## src/rtl/ad9363_if_pkg.sv

```systemverilog
// Shared constants and FSM encoding for the AD9363 RX delay calibration block.
// Latency: n/a (package only).
// Backpressure: n/a (package only).
package ad9363_if_pkg;

  localparam int TAP_W    = 5;
  localparam int NUM_TAPS = 32;
  localparam int SAMPLE_W = 12;

  typedef logic [2:0] state_t;

  localparam logic [2:0] ST_IDLE     = 3'd0;
  localparam logic [2:0] ST_WAIT_RDY = 3'd1;
  localparam logic [2:0] ST_LOAD     = 3'd2;
  localparam logic [2:0] ST_SETTLE   = 3'd3;
  localparam logic [2:0] ST_CHECK    = 3'd4;
  localparam logic [2:0] ST_NEXT     = 3'd5;
  localparam logic [2:0] ST_EVAL     = 3'd6;
  localparam logic [2:0] ST_APPLY    = 3'd7;

endpackage

```

## src/rtl/ad9363_eye_search.sv

```systemverilog
// Serial longest-run-of-ones finder over the per-tap pass map.
// Latency: done pulses NUM_TAPS cycles after start; results hold until the next start.
// Backpressure: none; start is ignored while a scan is in progress.
module ad9363_eye_search
  import ad9363_if_pkg::*;
(
  input  logic                clk,
  input  logic                rst,
  input  logic                start,
  input  logic [NUM_TAPS-1:0] pass_map,
  output logic                done,
  output logic [TAP_W-1:0]    best_tap,
  output logic [TAP_W:0]      eye_width
);

  logic                busy;
  logic [NUM_TAPS-1:0] map;
  logic [TAP_W-1:0]    idx;
  logic [TAP_W-1:0]    cur_start;
  logic [TAP_W:0]      cur_len;
  logic [TAP_W-1:0]    best_start;
  logic [TAP_W:0]      best_len;
  logic                bit_now;
  logic [TAP_W:0]      nxt_len;
  logic [TAP_W-1:0]    nxt_start;

  // Extend or break the current run with the bit under the scan pointer.
  always_comb begin
    bit_now   = map[idx];
    nxt_len   = bit_now ? cur_len + 1'b1 : '0;
    nxt_start = (bit_now && cur_len == '0) ? idx : cur_start;
  end

  // Scan one bit per cycle; strict '>' keeps the earliest run on ties, and
  // updating best while a run grows closes a run that ends at the last tap.
  always_ff @(posedge clk) begin
    if (rst) begin
      busy       <= 1'b0;
      done       <= 1'b0;
      map        <= '0;
      idx        <= '0;
      cur_start  <= '0;
      cur_len    <= '0;
      best_start <= '0;
      best_len   <= '0;
    end else begin
      done <= 1'b0;
      if (start && !busy) begin
        busy       <= 1'b1;
        map        <= pass_map;
        idx        <= '0;
        cur_start  <= '0;
        cur_len    <= '0;
        best_start <= '0;
        best_len   <= '0;
      end else if (busy) begin
        cur_len   <= nxt_len;
        cur_start <= nxt_start;
        if (nxt_len > best_len) begin
          best_len   <= nxt_len;
          best_start <= nxt_start;
        end
        if (idx == TAP_W'(NUM_TAPS - 1)) begin
          busy <= 1'b0;
          done <= 1'b1;
        end
        idx <= idx + 1'b1;
      end
    end
  end

  // Centre of the winning run, rounding toward the lower tap.
  always_comb begin
    eye_width = best_len;
    best_tap  = '0;
    if (best_len != '0)
      best_tap = best_start + TAP_W'((best_len - 1'b1) >> 1);
  end

endmodule

```

## src/rtl/ad9363_rx_delay_cal.sv

```systemverilog
// Sweeps the RX IDELAY tap against a known AD9363 test pattern and loads the eye centre.
// Latency: per tap 1 load + SETTLE_CYCLES + up to SAMPLES_PER_TAP/TIMEOUT checking; 32-cycle eval.
// Backpressure: none; cal_start/manual_load are dropped while a sweep is busy.
module ad9363_rx_delay_cal
  import ad9363_if_pkg::*;
#(
  parameter logic [SAMPLE_W-1:0] PATTERN_I       = 12'hA5A,
  parameter logic [SAMPLE_W-1:0] PATTERN_Q       = 12'h5A5,
  parameter int                  SETTLE_CYCLES   = 64,
  parameter int                  SAMPLES_PER_TAP = 256,
  parameter int                  TIMEOUT_CYCLES  = 4096,
  parameter logic [TAP_W-1:0]    DEFAULT_TAP     = '0
) (
  input  logic                ref_clk,
  input  logic                rst,
  input  logic                idelay_rdy,
  input  logic                cal_start,
  input  logic                manual_load,
  input  logic [TAP_W-1:0]    manual_tap,
  input  logic                adc_valid,
  input  logic [SAMPLE_W-1:0] adc_data_i1,
  input  logic [SAMPLE_W-1:0] adc_data_q1,
  output logic [TAP_W-1:0]    delay_value,
  output logic                delay_load_en,
  output logic                cal_busy,
  output logic                cal_done,
  output logic                cal_fail,
  output logic [NUM_TAPS-1:0] pass_map,
  output logic [TAP_W-1:0]    best_tap,
  output logic [TAP_W:0]      eye_width
);

  localparam int SET_W = $clog2(SETTLE_CYCLES + 1);
  localparam int SMP_W = $clog2(SAMPLES_PER_TAP + 1);
  localparam int TMO_W = $clog2(TIMEOUT_CYCLES + 1);

  localparam logic [SET_W-1:0] SETTLE_LAST  = SET_W'(SETTLE_CYCLES - 1);
  localparam logic [SMP_W-1:0] SAMPLE_LAST  = SMP_W'(SAMPLES_PER_TAP - 1);
  localparam logic [TMO_W-1:0] TIMEOUT_LAST = TMO_W'(TIMEOUT_CYCLES - 1);
  localparam logic [TAP_W-1:0] LAST_TAP     = TAP_W'(NUM_TAPS - 1);

  state_t           state;
  logic [TAP_W-1:0] tap;
  logic [SET_W-1:0] settle_cnt;
  logic [SMP_W-1:0] sample_cnt;
  logic [TMO_W-1:0] timeout_cnt;
  logic             pattern_ok;
  logic             search_start;
  logic             search_done;
  logic [TAP_W-1:0] search_tap;
  logic [TAP_W:0]   search_width;

  // Sample matches the expected test pattern on both rails.
  always_comb begin
    pattern_ok   = (adc_data_i1 == PATTERN_I) && (adc_data_q1 == PATTERN_Q);
    search_start = (state == ST_NEXT) && (tap == LAST_TAP);
  end

  ad9363_eye_search u_eye_search (
    .clk       (ref_clk),
    .rst       (rst),
    .start     (search_start),
    .pass_map  (pass_map),
    .done      (search_done),
    .best_tap  (search_tap),
    .eye_width (search_width)
  );

  // Calibration FSM, per-tap pattern checker and IDELAY load control.
  always_ff @(posedge ref_clk) begin
    if (rst) begin
      state         <= ST_IDLE;
      tap           <= '0;
      settle_cnt    <= '0;
      sample_cnt    <= '0;
      timeout_cnt   <= '0;
      delay_value   <= '0;
      delay_load_en <= 1'b0;
      cal_busy      <= 1'b0;
      cal_done      <= 1'b0;
      cal_fail      <= 1'b0;
      pass_map      <= '0;
      best_tap      <= '0;
      eye_width     <= '0;
    end else begin
      delay_load_en <= 1'b0;
      case (state)
        ST_IDLE: begin
          if (cal_start) begin
            cal_done <= 1'b0;
            cal_fail <= 1'b0;
            pass_map <= '0;
            tap      <= '0;
            cal_busy <= 1'b1;
            state    <= ST_WAIT_RDY;
          end else if (manual_load && !delay_load_en) begin
            // The guard keeps LD from stretching into the final sweep pulse.
            delay_value   <= manual_tap;
            delay_load_en <= 1'b1;
            best_tap      <= manual_tap;
          end
        end
        ST_WAIT_RDY: begin
          if (idelay_rdy) state <= ST_LOAD;
        end
        ST_LOAD: begin
          delay_value   <= tap;
          delay_load_en <= 1'b1;
          settle_cnt    <= '0;
          state         <= ST_SETTLE;
        end
        ST_SETTLE: begin
          if (settle_cnt == SETTLE_LAST) begin
            sample_cnt  <= '0;
            timeout_cnt <= '0;
            state       <= ST_CHECK;
          end else begin
            settle_cnt <= settle_cnt + 1'b1;
          end
        end
        ST_CHECK: begin
          if (adc_valid) begin
            if (!pattern_ok) begin
              state <= ST_NEXT;
            end else if (sample_cnt == SAMPLE_LAST) begin
              pass_map[tap] <= 1'b1;
              state         <= ST_NEXT;
            end else begin
              sample_cnt  <= sample_cnt + 1'b1;
              timeout_cnt <= '0;
            end
          end else if (timeout_cnt == TIMEOUT_LAST) begin
            state <= ST_NEXT;
          end else begin
            timeout_cnt <= timeout_cnt + 1'b1;
          end
        end
        ST_NEXT: begin
          if (tap == LAST_TAP) begin
            state <= ST_EVAL;
          end else begin
            tap   <= tap + 1'b1;
            state <= ST_LOAD;
          end
        end
        ST_EVAL: begin
          if (search_done) begin
            eye_width <= search_width;
            state     <= ST_APPLY;
          end
        end
        ST_APPLY: begin
          if (eye_width == '0) begin
            delay_value <= DEFAULT_TAP;
            best_tap    <= DEFAULT_TAP;
            cal_fail    <= 1'b1;
          end else begin
            delay_value <= search_tap;
            best_tap    <= search_tap;
            cal_done    <= 1'b1;
          end
          delay_load_en <= 1'b1;
          cal_busy      <= 1'b0;
          state         <= ST_IDLE;
        end
        default: state <= ST_IDLE;
      endcase
    end
  end

endmodule

```

## config.mk

```make
export PLATFORM = sky130hd
export DESIGN_NAME = ad9363_rx_delay_cal
export DESIGN_NICKNAME = d
export VERILOG_FILES = /design/src/rtl/ad9363_if_pkg.sv /design/src/rtl/ad9363_eye_search.sv /design/src/rtl/ad9363_rx_delay_cal.sv
export SDC_FILE = /design/constraint.sdc
export NUM_CORES = 1
export LEC_CHECK = 0
export ABC_AREA = 0
export CAP_MARGIN = 20
export CORE_MARGIN = 5
export CORE_UTILIZATION = 55
export DETAILED_ROUTE_END_ITERATION = 8
export PLACE_DENSITY = 0.84
export SLEW_MARGIN = 10
export SYNTH_ARGS = -nofsm -noshare
export SYNTH_HDL_FRONTEND = slang
export SYNTH_SLANG_ARGS = --single-unit
```

## constraint.sdc

```tcl
create_clock -name ref_clk -period 4 [get_ports ref_clk]
set_input_delay 0.8 -clock ref_clk [delete_from_list [all_inputs] [get_ports ref_clk]]
set_output_delay 0.8 -clock ref_clk [all_outputs]
set_load 0.05 [all_outputs]
```

==> results.md <==
Finish:
- From synthesis to final layout, the design area changed by 20.82%.
- After the last flow step, the layout net total stands at 972.
- The final cell count without fillers is 1096.
- The number of diodes is 0.
- The layout cell share with drive strength beyond 1 is 0.07035.

Yosys:
- The unique cell type count in the Yosys netlist is 68.
- By area the synthesized netlist is led by dfxtp_1 42%, nand2_1 6.1%, nor2_1 5.9%.
- The number of nets in the synthesized netlist is 907.
- The share of synthesized area in the top cell type comes to 0.4221.
- The most repeated cell in the gate-level netlist after synthesis is dfxtp_1.
- The synthesized instance count is 846.
- The synthesized area per cell is 8.409 sq um.
- Ranked by instance count, the synthesized netlist is headed by 150 x dfxtp_1, 116 x nand2_1, 111 x nor2_1.
- The library cell with the largest summed area after synthesis is dfxtp_1.
- Counting flops with a built-in enable in the synthesized netlist gives 0.
- For this run, the leading register cell type out of synthesis is dfxtp_1.
- In this run, synthesis produced a sequential element count of 150.
- Of the synthesized area, sequential elements account for 0.4221.
- For this run, the number of Yosys warnings is 0.
- Summing every instance area after synthesis gives 7114 sq um.
- In the synthesized netlist the async set-or-reset flop fraction comes to 0.

Global route:
- The initial antenna violation count is 0.
- The wire length of the first global-routing pass is 29.48 mm.
- The aggregate global routing overflow is 0.
- The largest net degree at the start of global routing is 74.
- The via count of the first global-routing pass is 6016.
- Across every metal layer, demand over resource in global routing totals 0.2417.

Floorplan:
- The floorplan step set the die width to 123.7 um.
- The die covers 15310 sq um.
- The number of rows created at floorplan is 41.
- The core box area is 12670 sq um.
- Pin placement for this block handled 87 I/O pins.
- The floorplan die height is 123.7 um.
- The initial utilization of the core area, before any placement, comes to 0.5615.

Detailed routing:
- The total number of vias is 6424.
- The detail route stage leaves a number of antenna-violating nets equal to 0.
- For this run, the detailed router's first-pass iteration total came to 5.
- The count of routing violations after the opening detailed-route iteration is 527.
- For this run, design rule violations remaining after detail routing come to 0.
- The detail-routed net length per standard cell is 16.16 um.
- Dividing the detail-routed via count by the number of cells gives 5.861.
- The routed wire length is 17.71 mm.

STA:
- The number of hold-slack violations in the final timing report is 0.
- The tightest slew margin relative to the limit is 0.4742.
- Dividing the final minimum period by the clock period gives 0.8778.
- At the pin with the least slew margin, the transition time is 788.7 ps.
- The max-slew violation count came to 0.
- Summed over all failing endpoints, the final setup total negative slack is 0 ps.
- After layout, the minimum clock period comes to 3511 ps.
- Setup repair after global routing left no endpoint under its margin.
- The setup violation total in the final timing report is 0.
- Across all hold checks on the routed design, the worst slack comes to 453.2 ps.
- The largest clock skew in the final design is 6.608 ps.
- Derived from the worst setup path, the maximum achievable clock frequency is 284.8 MHz.

Pwr:
- The switching power share of the total is 0.2590.
- The cell-internal power is 0.002427 W.
- Of the total power, registers draw 0.471.
- The relative contribution of the clock network to total power is 0.446.
- Of the total power, combinational logic draws 0.083.
- For this design the static power due to leakage is 3.126 nW.
- The power density over the cells is 381.0 nW/um^2.
- The worst vdd rail ir drop is 0.2890 mV.
- In this run the power spent charging and discharging nets is 0.0008480 W.

Clock tree:
- The post-cts hold buffer count is 0.
- Once the clock tree was built, the resizer swapped 0 gates to a different size.
- After clock tree synthesis, the clock-pin slew on the worst setup and hold paths is 60 ps.
- The clock tree synthesis step divided the H-tree into 4 levels.
- The clock reaches the later pin of the worst-skew pair after 420 ps.
- The buffer count from post-CTS setup fixing is 0.
- The cell sitting at the root of the clock tree is a clkbuf_16.
- The number of sinks handled by clock tree synthesis is 150.
- The CTS tree is built.
- The maximum root-to-sink buffer count is 2.
- The number of clock buffers added by TritonCTS is 17.

Setup path:
- The signal on the critical path passes through buf_4 > nor2b_1 > a21oi_1 > a22oi_4 > nand3_2 > inv_1 > nor2_1 > ha_1 > nand3_1 > or2_2 > and3_1 > o21ai_0 > nand2b_1 > a2bb2o_1.
- The worst setup path is launched from a flop.
- The worst setup path is captured at a flop.
- The largest single stage delay on the critical path is 550 ps.
- The slowest stage of the critical path is the dfxtp_1 cell.
- The critical path is of the flop to flop type.
- On the critical path the largest part of the delay comes from simple AND/OR/NAND/NOR gates.
- The buffer and inverter count on the worst path is 2.
- STA puts the critical path data arrival time at 3820 ps.
- The top fanout value on the critical path is 10.
- The endpoint required time on the critical path is 4310 ps.

Flow run:
- Across the run, the number of max-cap violations was 0.

Place:
- The weighted congestion reported at the end of routability-driven placement is 0.8538.
- Detailed placement ended at an HPWL of 12.13 mm.
- The count of buffers added on input and output ports is 86.
- In this run, placement finished with an instance count of 1064.

Run status:
- The flow ran to the end, and the final reports show no timing, DRC or antenna violations.

Hold path:
- The tightest min-delay check is of the flop to flop type.
## worst reg2reg max path: stages (launching register included)
cell	delay [ps]
dfxtp_1	550
buf_4	260
nor2b_1	200
a21oi_1	120
a22oi_4	240
nand3_2	210
inv_1	190
nor2_1	70
ha_1	310
nand3_1	100
or2_2	310
and3_1	170
o21ai_0	100
nand2b_1	270
a2bb2o_1	290
## final timing paths
kind | slack, ps | to | cells after the start | startpoint
max | 490 | u_eye_search.eye_width[1]$_SDFFE_PP0P_ | 14 | u_eye_search.idx[2]$_SDFFE_PP0P_
min | 450 | u_eye_search.map[29]$_SDFFE_PP0P_ | 2 | u_eye_search.map[29]$_SDFFE_PP0P_
max reg2reg | 490 | u_eye_search.eye_width[1]$_SDFFE_PP0P_ | 14 | u_eye_search.idx[2]$_SDFFE_PP0P_
min reg2reg | 450 | u_eye_search.map[29]$_SDFFE_PP0P_ | 2 | u_eye_search.map[29]$_SDFFE_PP0P_
## cells by family after synthesis
| kind of cell | Yosys count | share of synthesized area |
|---|---|---|
| and+or+nand+nor | 348 | 0.2304 |
| AOI/OAI and AO/OA | 198 | 0.1892 |
| DFF | 150 | 0.4221 |
| buffers and inverters | 76 | 0.04484 |
| adders and majority gates | 26 | 0.04678 |
| xor gates and xnor gates | 25 | 0.03078 |
| muxes | 23 | 0.03588 |
## registers in the layout, indices dropped and copies added, names as in the netlist
signal,count
pass_map,32
u_eye_search.map,32
timeout_cnt,13
sample_cnt,9
settle_cnt,7
eye_width,6
u_eye_search.cur_len,6
u_eye_search.eye_width,6
best_tap,5
delay_value,5
tap,5
u_eye_search.best_start,5
u_eye_search.cur_start,5
u_eye_search.idx,5
state,3
cal_busy,1
cal_done,1
cal_fail,1
delay_load_en,1
u_eye_search.busy,1
u_eye_search.done,1
## placed cells by master, fill, tap and decap left out, drive strengths merged, types with 12 or more instances in the layout
master | Yosys | final
dfxtp | 150 | 150
nand2 | 116 | 116
nor2 | 111 | 111
clkdlybuf4s50 | 0 | 85
a21oi | 73 | 73
a31oi | 37 | 37
nand3 | 29 | 29
inv | 22 | 26
ha | 25 | 25
mux2i | 21 | 21
clkbuf | 39 | 18
xor2 | 16 | 16
o21ai | 16 | 16
nor3 | 16 | 16
and3 | 15 | 15
a311oi | 14 | 14
buf | 14 | 14
a22oi | 12 | 12
## final cells by class
type                            count  area [sq um]
Fill cell                        1012          4075
Multi-Input combinational cell    620          3797
Sequential cell                   150          3003
Timing Repair Buffer               99         953.4
Clock buffer                       18         439.2
Tap cell                          172         215.2
Clock inverter                     14         101.3
Inverter                           23         86.33
## per-stage QoR
| stage | util | worst slack [ps] | total power, W | cell area (sq um) |
|---|---|---|---|---|
| final | 0.6784 | 488.7 | 0.003275 | 8596 |
| after global routing | 0.6784 | 227.8 | 0.003391 | 8596 |
| after CTS | 0.6784 | 524.1 | 0.003289 | 8596 |
| after detailed placement | 0.6357 | 535.9 | 0.001843 | 8055 |
| after global placement | 0.6357 | 660.4 | 0.001840 | 8055 |
| after floorplan | - | 689.3 | 0.001743 | 7114 |
## layer usage
metal	GRT usage	wire length, um
met1	0.3319	7998
met2	0.3826	8423
met3	0.04905	1061
met4	0.07751	225
met5	0	0
## power by group through the flow
| stage | sequential, W | combinational [W] | clock [W] |
|---|---|---|---|
| floorplan | 0.00162 | 0.000128 | 0 |
| global placement | 0.00157 | 0.000267 | 0 |
| detailed placement | 0.00157 | 0.000269 | 0 |
| CTS | 0.00154 | 0.000271 | 0.00148 |
| global route | 0.00154 | 0.000296 | 0.00155 |
| finish | 0.00154 | 0.000272 | 0.00146 |
No activity file was read; power rests on OpenSTA's default activity.
